### src/rtl/tron_pkg.sv
// Shared types, direction codes and small helpers for the light-cycle game sequencer.
package tron_pkg;

  typedef enum logic [2:0] {
    IDLE       = 3'd0,
    COUNTDOWN  = 3'd1,
    PLAY       = 3'd2,
    ROUND_OVER = 3'd3,
    MATCH_OVER = 3'd4
  } game_state_t;

  localparam logic [3:0] Y_DEC = 4'b0001;
  localparam logic [3:0] Y_INC = 4'b0010;
  localparam logic [3:0] X_DEC = 4'b0100;
  localparam logic [3:0] X_INC = 4'b1000;
  localparam logic [3:0] NONE  = 4'b0000;

  localparam logic [1:0] WIN_NONE = 2'b00;
  localparam logic [1:0] WIN_P1   = 2'b01;
  localparam logic [1:0] WIN_P2   = 2'b10;
  localparam logic [1:0] WIN_DRAW = 2'b11;

  function automatic logic is_reverse(input logic [3:0] a, input logic [3:0] b);
    return ((a == Y_DEC) && (b == Y_INC)) || ((a == Y_INC) && (b == Y_DEC)) ||
           ((a == X_DEC) && (b == X_INC)) || ((a == X_INC) && (b == X_DEC));
  endfunction

  function automatic logic is_onehot4(input logic [3:0] v);
    return (v != NONE) && ((v & (v - 4'd1)) == NONE);
  endfunction

  function automatic logic [1:0] sat_inc2(input logic [1:0] s);
    return (s == 2'd3) ? 2'd3 : (s + 2'd1);
  endfunction

  // A count of one still needs a one-bit register.
  function automatic int cnt_w(input int n);
    return (n > 1) ? $clog2(n) : 1;
  endfunction

endpackage

### src/rtl/dir_latch.sv
// One player's steering: pending direction from the buttons, committed direction
// updated only at step boundaries so a player can never turn straight back.
module dir_latch
  import tron_pkg::*;
#(
  parameter logic [3:0] RESET_DIR = Y_DEC
) (
  input  logic       clock,
  input  logic       reset,
  input  logic       load_init,
  input  logic [3:0] init_dir,
  input  logic [3:0] btn,
  input  logic       commit,
  output logic [3:0] dir
);

  logic [3:0] dir_q, dir_d;
  logic [3:0] pend_q, pend_d;

  // Next committed/pending direction; commit wins over a same-cycle button capture.
  always_comb begin
    dir_d  = dir_q;
    pend_d = pend_q;
    if (load_init) begin
      dir_d  = init_dir;
      pend_d = NONE;
    end else if (commit) begin
      if (pend_q != NONE) begin
        dir_d = pend_q;
      end else begin
        dir_d = dir_q;
      end
      pend_d = NONE;
    end else if (is_onehot4(btn) && !is_reverse(btn, dir_q)) begin
      pend_d = btn;
    end else begin
      pend_d = pend_q;
    end
  end

  // Direction registers.
  always_ff @(posedge clock or posedge reset) begin
    if (reset) begin
      dir_q  <= RESET_DIR;
      pend_q <= NONE;
    end else begin
      dir_q  <= dir_d;
      pend_q <= pend_d;
    end
  end

  assign dir = dir_q;

endmodule

### src/rtl/game_sequencer.sv
// Match/round sequencer for a two-player light-cycle game: countdown, timed movement
// steps, crash scoring and match end, all paced by the per-frame frame_end pulse.
module game_sequencer
  import tron_pkg::*;
#(
  parameter int FRAMES_PER_STEP  = 4,
  parameter int COUNTDOWN_FRAMES = 180,
  parameter int OVER_FRAMES      = 120,
  parameter int WIN_SCORE        = 3
) (
  input  logic        clock,
  input  logic        reset,
  input  logic        frame_end,
  input  logic        start,
  input  logic [3:0]  p1_btn,
  input  logic [3:0]  p2_btn,
  input  logic        p1_crash,
  input  logic        p2_crash,
  output logic        dflt,
  output logic [3:0]  p1_info,
  output logic [3:0]  p2_info,
  output game_state_t state,
  output logic [1:0]  p1_score,
  output logic [1:0]  p2_score,
  output logic [1:0]  winner
);

  localparam int STEP_W = cnt_w(FRAMES_PER_STEP);
  localparam int CD_W   = cnt_w(COUNTDOWN_FRAMES);
  localparam int OV_W   = cnt_w(OVER_FRAMES);

  localparam logic [STEP_W-1:0] STEP_LAST = STEP_W'(FRAMES_PER_STEP - 1);
  localparam logic [CD_W-1:0]   CD_LAST   = CD_W'(COUNTDOWN_FRAMES - 1);
  localparam logic [OV_W-1:0]   OV_LAST   = OV_W'(OVER_FRAMES - 1);
  localparam logic [1:0]        WIN_PTS   = 2'(WIN_SCORE);

  game_state_t       state_q, state_d;
  logic              start_q, armed_q;
  logic [1:0]        p1_score_q, p1_score_d;
  logic [1:0]        p2_score_q, p2_score_d;
  logic [1:0]        winner_q, winner_d;
  logic [STEP_W-1:0] step_cnt_q, step_cnt_d;
  logic [CD_W-1:0]   cd_cnt_q, cd_cnt_d;
  logic [OV_W-1:0]   ov_cnt_q, ov_cnt_d;

  logic       start_edge;
  logic       step_frame;
  logic       commit;
  logic       load_init;
  logic [3:0] p1_dir, p2_dir;

  // armed_q masks the first cycle after reset so a held start is not an edge.
  assign start_edge = start & ~start_q & armed_q;
  assign step_frame = (state_q == PLAY) && (step_cnt_q == STEP_LAST);
  assign commit     = step_frame & frame_end;
  assign load_init  = (state_d == COUNTDOWN) && (state_q != COUNTDOWN);

  // Next-state, scoring and frame counters.
  always_comb begin
    state_d    = state_q;
    p1_score_d = p1_score_q;
    p2_score_d = p2_score_q;
    winner_d   = winner_q;
    step_cnt_d = step_cnt_q;
    cd_cnt_d   = cd_cnt_q;
    ov_cnt_d   = ov_cnt_q;
    case (state_q)
      IDLE, MATCH_OVER: begin
        if (start_edge) begin
          state_d    = COUNTDOWN;
          p1_score_d = 2'd0;
          p2_score_d = 2'd0;
          winner_d   = WIN_NONE;
        end else begin
          state_d = state_q;
        end
      end
      COUNTDOWN: begin
        if (frame_end) begin
          if (cd_cnt_q == CD_LAST) begin
            state_d = PLAY;
          end else begin
            cd_cnt_d = cd_cnt_q + CD_W'(1);
          end
        end else begin
          cd_cnt_d = cd_cnt_q;
        end
      end
      PLAY: begin
        if (frame_end && (p1_crash || p2_crash)) begin
          state_d = ROUND_OVER;
          if (p1_crash && p2_crash) begin
            winner_d = WIN_DRAW;
          end else if (p1_crash) begin
            winner_d   = WIN_P2;
            p2_score_d = sat_inc2(p2_score_q);
          end else begin
            winner_d   = WIN_P1;
            p1_score_d = sat_inc2(p1_score_q);
          end
        end else if (frame_end) begin
          if (step_cnt_q == STEP_LAST) begin
            step_cnt_d = '0;
          end else begin
            step_cnt_d = step_cnt_q + STEP_W'(1);
          end
        end else begin
          step_cnt_d = step_cnt_q;
        end
      end
      ROUND_OVER: begin
        if (frame_end) begin
          if (ov_cnt_q == OV_LAST) begin
            if ((p1_score_q == WIN_PTS) || (p2_score_q == WIN_PTS)) begin
              state_d = MATCH_OVER;
            end else begin
              state_d = COUNTDOWN;
            end
          end else begin
            ov_cnt_d = ov_cnt_q + OV_W'(1);
          end
        end else begin
          ov_cnt_d = ov_cnt_q;
        end
      end
      default: begin
        state_d = IDLE;
      end
    endcase
    if (state_d != state_q) begin
      step_cnt_d = '0;
      cd_cnt_d   = '0;
      ov_cnt_d   = '0;
    end else begin
      state_d = state_q;
    end
  end

  // Sequencer registers.
  always_ff @(posedge clock or posedge reset) begin
    if (reset) begin
      state_q    <= IDLE;
      start_q    <= 1'b0;
      armed_q    <= 1'b0;
      p1_score_q <= 2'd0;
      p2_score_q <= 2'd0;
      winner_q   <= WIN_NONE;
      step_cnt_q <= '0;
      cd_cnt_q   <= '0;
      ov_cnt_q   <= '0;
    end else begin
      state_q    <= state_d;
      start_q    <= start;
      armed_q    <= 1'b1;
      p1_score_q <= p1_score_d;
      p2_score_q <= p2_score_d;
      winner_q   <= winner_d;
      step_cnt_q <= step_cnt_d;
      cd_cnt_q   <= cd_cnt_d;
      ov_cnt_q   <= ov_cnt_d;
    end
  end

  dir_latch #(.RESET_DIR(Y_DEC)) u_p1_dir (
    .clock     (clock),
    .reset     (reset),
    .load_init (load_init),
    .init_dir  (Y_DEC),
    .btn       (p1_btn),
    .commit    (commit),
    .dir       (p1_dir)
  );

  dir_latch #(.RESET_DIR(Y_INC)) u_p2_dir (
    .clock     (clock),
    .reset     (reset),
    .load_init (load_init),
    .init_dir  (Y_INC),
    .btn       (p2_btn),
    .commit    (commit),
    .dir       (p2_dir)
  );

  assign state    = state_q;
  assign dflt     = (state_q == IDLE) || (state_q == COUNTDOWN);
  assign p1_info  = step_frame ? p1_dir : NONE;
  assign p2_info  = step_frame ? p2_dir : NONE;
  assign p1_score = p1_score_q;
  assign p2_score = p2_score_q;
  assign winner   = winner_q;

endmodule

### config.mk
export PLATFORM = sky130hd
export DESIGN_NAME = game_sequencer
export DESIGN_NICKNAME = d
export VERILOG_FILES = /design/src/rtl/tron_pkg.sv /design/src/rtl/dir_latch.sv /design/src/rtl/game_sequencer.sv
export SDC_FILE = /design/constraint.sdc
export NUM_CORES = 1
export LEC_CHECK = 0
export BUFFER_PORTS_ARGS = -buffer_cell sky130_fd_sc_hd__buf_4
export CAP_MARGIN = 20
export CORE_ASPECT_RATIO = 1.5
export CORE_UTILIZATION = 62
export CTS_BUF_LIST = sky130_fd_sc_hd__clkbuf_16
export CTS_CLUSTER_DIAMETER = 150
export DETAILED_ROUTE_END_ITERATION = 8
export GPL_ROUTABILITY_DRIVEN = 1
export GPL_TIMING_DRIVEN = 1
export PLACE_DENSITY = 0.84
export SLEW_MARGIN = 20
export SYNTH_ARGS = -nofsm -noshare
export SYNTH_HDL_FRONTEND = slang
export SYNTH_HIERARCHICAL = 1
export SYNTH_SLANG_ARGS = --single-unit
### constraint.sdc
create_clock -name clock -period 4.5 [get_ports clock]
set_input_delay 0.45 -clock clock [delete_from_list [all_inputs] [get_ports clock]]
set_output_delay 0.45 -clock clock [all_outputs]
set_load 0.03 [all_outputs]
==> impl_metrics.env, run 1 <==
export IMPL_outcome="completed"
export IMPL_top_layer="met4"
export IMPL_crit_chain="and3b_2 -> a32oi_1 -> o2111ai_4 -> and3_2 -> a21oi_1 -> o21ai_0"
export IMPL_grtUsageTotal_pct=25.7
export IMPL_synth_most_common_cell="nand2_1"
export IMPL_ios=32
export IMPL_synth_commonest_cells="nand2_1 (49), dfrtp_1 (42), mux2i_1 (20)"
export IMPL_synth_edf_count=0
export IMPL_worstMarginPinSlew_ns=0.990
export IMPL_async_reset_ff_share_pct=100
export IMPL_dr_total_vias=2151
export IMPL_ys_types=50
export IMPL_cts_tree="built"
export IMPL_yosys_area_top_type_share_pct=39.9
export IMPL_first_pass_iters=5
export IMPL_cpPeakStageDelay_ns=0.57
export IMPL_clkLatencyLatePin_ns=0.28
export IMPL_cp_end_kind="register"
export IMPL_worstHoldPathType="input port to asynchronous set/reset pin"
export IMPL_fp_dieH_um=81.8
export IMPL_multi_input_area_um2=1450
export IMPL_dieArea_um2=4520
export IMPL_gr_total_overflow=0
export IMPL_final_antenna_net_count=0
export IMPL_drt_wl_total_mm=5.41
export IMPL_finClkSkew_ns=0.00365
export IMPL_area_delta_synth_final_pct=14.7
export IMPL_vias_per_cell=5.98
export IMPL_synth_area_um2=2640
export IMPL_critPathRequiredTime_ns=4.62
export IMPL_syn_mean_instance_area_um2=9.44
export IMPL_worstPathBufferInverterCount=0
export IMPL_min_period_ns=2.51
export IMPL_diodes=0
export IMPL_relSlewSlack_pct=33.9
export IMPL_start_kind="register"
export IMPL_initial_core_util_pct=66.0
export IMPL_max_freq_mhz=399
export IMPL_cts_sinks=44
export IMPL_rsz0062_at_grt="no"
export IMPL_synthTopCellsByArea="dfrtp_1 (40%), mux2i_1 (7.6%), nand2_1 (7.0%)"
export IMPL_final_max_slew_viol_count=0
export IMPL_route_met3_wl_um=169
export IMPL_wl_per_cell_um=15.0
export IMPL_cts_buffers=5
export IMPL_rows=28
export IMPL_synth_flop_cell="dfrtp_1"
export IMPL_ys_ff_latch=44
export IMPL_grt_pass1_vias=2132
export IMPL_cts_resized_gates=0
export IMPL_cp_top_family="compound AO/OA/AOI/OAI gates"
export IMPL_met2_length_mm=2.99
export IMPL_synthCells=279
export IMPL_cts_hold_buf=0
export IMPL_die_w_um=55.2
export IMPL_core_um2=3990
export IMPL_place_area_um2=2880
export IMPL_cts_root_buf="clkbuf_16"
export IMPL_tns_ns=0
export IMPL_cellLeakagePower_nw=1.42
export IMPL_cp_arrival_ns=2.63
export IMPL_dpl_hpwl_mm=3.85
export IMPL_worst_setup_path_type="register to register"
export IMPL_max_cap_viol_count=0
export IMPL_drcViolationCount=0
export IMPL_initialDrtViolationCount=131
export IMPL_antenna_found_initial=0
export IMPL_cts_buffer_depth=2
export IMPL_ys_warn_count=6
export IMPL_path_clk_slew_ns=0.06
export IMPL_peakVddDrop_uv=396
export IMPL_cp_slowest_cell="dfrtp_1"
export IMPL_ff2ff_setup_slack_ns=1.99
export IMPL_path_max_fanout=13
export IMPL_port_buffers=31
export IMPL_min_period_over_period_pct=55.7
export IMPL_grt_max_degree=29
export IMPL_grt_pass1_wl_mm=9.21
export IMPL_gp_congestion=0.831
export IMPL_ys_seq_area_share_pct=41.9
export IMPL_drive_above_1_share_pct=22.2
export IMPL_postLayoutCellArea_um2=3020
export IMPL_setup_viol=0
export IMPL_nets=332
export IMPL_met1Wirelength_mm=2.16
export IMPL_h_tree_depth=2
export IMPL_hold_viol_final=0
export IMPL_power_per_cell_area_nw_per_um2=329
export IMPL_register_area_um2=1100
export IMPL_yosys_area_top_type="dfrtp_1"
export IMPL_cts_setup_buffers=0
export IMPL_fillCellCount=306
## where the power goes
part	internal, mW	total (mW)	switching [mW]
Combinational	0.0810	0.172	0.0905
Sequential	0.442	0.490	0.0482
Clock	0.199	0.333	0.134
Total	0.722	0.995	0.273
## area by class of cell
class                      count  share of cell area [%]
multi-input combinational    221                    48.0
sequential                    44                    36.5
timing repair buffer          31                    7.70
clock buffer                   5                    4.14
tap                           45                    1.86
inverter                      12                    1.49
clock inverter                 2                   0.290
## flip-flops by register name, indices dropped and copies added (netlist names)
register,flops
armed_q,1
start_q,1
u_p1_dir/pend_q,4
p1_score,2
p2_score,2
ov_cnt_q,7
step_cnt_q,2
u_p2_dir/dir,4
state,3
u_p2_dir/pend_q,4
cd_cnt_q,8
u_p1_dir/dir,4
winner,2
## worst paths after layout
check | start | endpoint | cells past startpoint
setup / recovery | state[0] | u_p2_dir/dir[3] | 6
hold / removal | reset | u_p2_dir/dir[2] | 2
setup reg to reg | state[0] | u_p2_dir/dir[3] | 6
hold reg to reg | winner[1] | winner[1] | 2
max in group asynchronous | reset | p2_score[1] | 2
min in group clock | start | start_q | 1
## per-stage QoR
step | cells | utilization, % | hold WS (ns) | power [mW] | setup slack, ns
floorplan | 286 | - | 0.265 | 0.614 | 2.08
global placement | 353 | 72.2 | 0.428 | 0.654 | 2.13
detailed placement | 353 | 72.2 | 0.434 | 0.661 | 2.05
CTS | 360 | 75.6 | 0.137 | 1.00 | 1.82
global route | 360 | 75.7 | 0.166 | 1.04 | 1.79
finish | 360 | 75.7 | 0.139 | 0.995 | 1.99
## logic make-up (layout without fill, tap and decap cells)
kind of cell,Yosys count,in the layout,share of synthesized area (%)
AND/OR/NAND/NOR,127,127,26.2
AO/OA/AOI/OAI,44,44,11.5
flip-flops,44,44,41.9
multiplexers,22,22,8.45
buffers and inverters,21,50,4.23
XOR/XNOR,16,16,6.03
adder cells (fa/ha/maj),3,3,1.42
other,2,9,0.285
## placed cells by master (no fill, tap or decap), types with 2 or more instances in the layout
master / instances
nand2_1: 49
dfrtp_1: 42
buf_4: 31
mux2i_1: 20
o21ai_0: 18
and3_1: 13
xnor2_1: 13
nor2_1: 12
inv_1: 10
nor2_2: 10
a21oi_1: 9
conb_1: 9
nand4_1: 7
nor3b_1: 6
nand3_1: 5
clkbuf_16: 5
o211ai_1: 4
or4_1: 4
nor4_1: 4
and4bb_2: 3
inv_2: 3
ha_1: 3
nand3b_1: 2
or2_2: 2
mux2_2: 2
xor2_1: 2
a31o_2: 2
o22ai_1: 2
a222oi_1: 2
dfstp_2: 2
## routing by layer
metal	global-route usage (%)	vias up
li1	-	1053
met1	27.7	1036
met2	49.9	52
met3	4.09	10
met4	10.5	0
met5	0	-
## worst reg2reg max path, delay by kind of cell (launching register included)
kind,cells,cell delay [ns]
DFF,1,0.57
AOI/OAI and AO/OA,4,1.09
and+or+nand+nor,2,0.69
Power figures use the tool's default switching activity.
==> run 2: changes to the inputs <==
CORE_UTILIZATION = 52   (was 62)
PLACE_DENSITY = 0.75   (was 0.84)
clock period = 2 ns   (was 4.5 ns; I/O delays follow)
==> run 2 against run 1 <==
Net effect: design area up 16%; combinational power rose to 3.1 times the previous value; sequential cell count unchanged; critical endpoint is now u_p1_dir/dir[3]; sequential power up 120%; total power up 140%.
==> impl_metrics.env, run 2 (synthesis gave the netlist of run 1 again) <==
export IMPL_outcome="completed"
export IMPL_die_w_um=60.1
export IMPL_initialDrtViolationCount=79
export IMPL_gr_total_overflow=0
export IMPL_dieArea_um2=5360
export IMPL_worst_setup_path_type="register to register"
export IMPL_register_area_um2=1110
export IMPL_clkLatencyLatePin_ns=0.29
export IMPL_cts_root_buf="clkbuf_16"
export IMPL_cp_top_family="simple AND/OR/NAND/NOR gates"
export IMPL_min_period_over_period_pct=100
export IMPL_cp_slowest_cell="dfrtp_2"
export IMPL_peakVddDrop_uv=518
export IMPL_critPathRequiredTime_ns=2.16
export IMPL_fillCellCount=352
export IMPL_diodes=0
export IMPL_first_pass_iters=4
export IMPL_cts_buffer_depth=2
export IMPL_cp_arrival_ns=2.16
export IMPL_multi_input_area_um2=1540
export IMPL_rows=31
export IMPL_initial_core_util_pct=54.3
export IMPL_cpPeakStageDelay_ns=0.43
export IMPL_drcViolationCount=0
export IMPL_met1Wirelength_mm=2.41
export IMPL_max_cap_viol_count=0
export IMPL_antenna_found_initial=0
export IMPL_cellLeakagePower_nw=1.66
export IMPL_route_met3_wl_um=167
export IMPL_area_delta_synth_final_pct=32.6
export IMPL_tns_ns=0
export IMPL_final_cell_mix="buf_4 (69), nand2_1 (49), dfrtp_1 (39), mux2i_1 (19), xnor2_1 (13)"
export IMPL_finClkSkew_ns=0.00875
export IMPL_h_tree_depth=2
export IMPL_dr_total_vias=2327
export IMPL_start_kind="register"
export IMPL_wl_per_cell_um=13.8
export IMPL_vias_per_cell=5.48
export IMPL_hold_viol_final=0
export IMPL_grt_pass1_vias=2193
export IMPL_setup_viol=0
export IMPL_crit_chain="or3b_4 -> o22a_4 -> o2111ai_4 -> and3_4 -> mux2i_2 -> o21ai_1"
export IMPL_met2_length_mm=3.15
export IMPL_cts_buffers=5
export IMPL_drive_above_1_share_pct=34.0
export IMPL_cp_end_kind="register"
export IMPL_min_period_ns=2.00
export IMPL_final_common_cell="buf_4"
export IMPL_rsz0062_at_grt="yes"
export IMPL_cts_tree="built"
export IMPL_worstHoldPathType="input port to register"
export IMPL_path_max_fanout=6
export IMPL_grtUsageTotal_pct=23.9
export IMPL_regMostFlops="cd_cnt_q"
export IMPL_final_cells=425
export IMPL_max_freq_mhz=500
export IMPL_power_per_cell_area_nw_per_um2=679
export IMPL_nets=375
export IMPL_gp_congestion=0.783
export IMPL_dpl_hpwl_mm=4.18
export IMPL_dp_slack_ns=-0.155
export IMPL_top_layer="met4"
export IMPL_grt_max_degree=29
export IMPL_reg_largest_list="cd_cnt_q: 8 flops, ov_cnt_q: 7 flops"
export IMPL_cts_sinks=44
export IMPL_worstPathBufferInverterCount=0
export IMPL_core_um2=4850
export IMPL_final_antenna_net_count=0
export IMPL_postLayoutSetupSlackWorst_ns=0.000101
export IMPL_dp_cells=409
export IMPL_ios=32
export IMPL_largest_reg_flops=8
export IMPL_grt_pass1_wl_mm=9.57
export IMPL_port_buffers=31
export IMPL_drt_wl_total_mm=5.86
export IMPL_fp_dieH_um=89.2
export IMPL_final_max_slew_viol_count=0
export IMPL_path_clk_slew_ns=0.06
-- run 2: cell count changes in the layout (fill, tap and decap cells not counted), sizes merged --
| cell | previous run | this run |
|---|---|---|
| and3 | 14 | 15 |
| buf | 31 | 72 |
| dlygate4sd3 | 0 | 1 |
| clkinv | 1 | 2 |
-- run 2: worst register-to-register path, cell delays in order, from the launching register on --
cell and delay (ns):
dfrtp_2 0.43, or3b_4 0.41, o22a_4 0.25, o2111ai_4 0.12
and3_4 0.33, mux2i_2 0.26, o21ai_1 0.07
-- run 2: worst paths after layout --
path                       cells past startpoint         endpoint  slack [ns]      start
max                                            6  u_p1_dir/dir[3]      0.0001   state[0]
min                                            1          start_q        0.04      start
max reg2reg                                    6  u_p1_dir/dir[3]      0.0001   state[0]
min reg2reg                                    2        winner[1]        0.48  winner[1]
max in group asynchronous                      4         state[2]        1.16      reset
min in group asynchronous                      3  u_p2_dir/dir[2]        0.43      reset
-- run 2: metrics by stage --
step / instance area [um2] / total power [mW] / util [%] / hold WS (ns)
6_report: 3490 / 2.37 / 72.1 / 0.0368
2_1_floorplan: 2710 / 1.39 / - / 0.0149
3_5_place_dp: 3230 / 1.61 / 66.6 / 0.181
3_3_place_gp: 3230 / 1.58 / 66.6 / 0.181
5_1_grt: 3490 / 2.50 / 72.1 / 0.0347
4_1_cts: 3420 / 2.38 / 70.6 / 0.0324
-- run 2: routing by layer --
metal	global-route usage [%]	up-vias
li1	-	1143
met1	26.3	1126
met2	43.8	45
met3	4.34	13
met4	9.94	0
met5	0	-
-- run 2: report_power, final --
group | total (mW) | internal [mW] | switching, mW | leakage, nW
Sequential | 1.08 | 0.994 | 0.0811 | 0.553
Clock | 0.760 | 0.449 | 0.311 | 0.0701
Combinational | 0.539 | 0.276 | 0.263 | 1.04
-- run 2: final cells by class --
| type | count | area share, % |
|---|---|---|
| clock buffer | 5 | 3.58 |
| clock inverter | 3 | 0.322 |
| tap | 66 | 2.36 |
| timing repair buffer | 73 | 16.8 |
| inverter | 12 | 1.29 |
| multi-input combinational | 222 | 43.9 |
| sequential | 44 | 31.7 |
-- run 2: what timing repair did --
item	4_1_cts	5_1_grt
cloned	1	1
pin swaps	1	5
hold endpoints to repair	14	0
endpoints found under the setup margin	29	42
resized for setup	5	13
buffers inserted	2	3
hold buffers	1	0
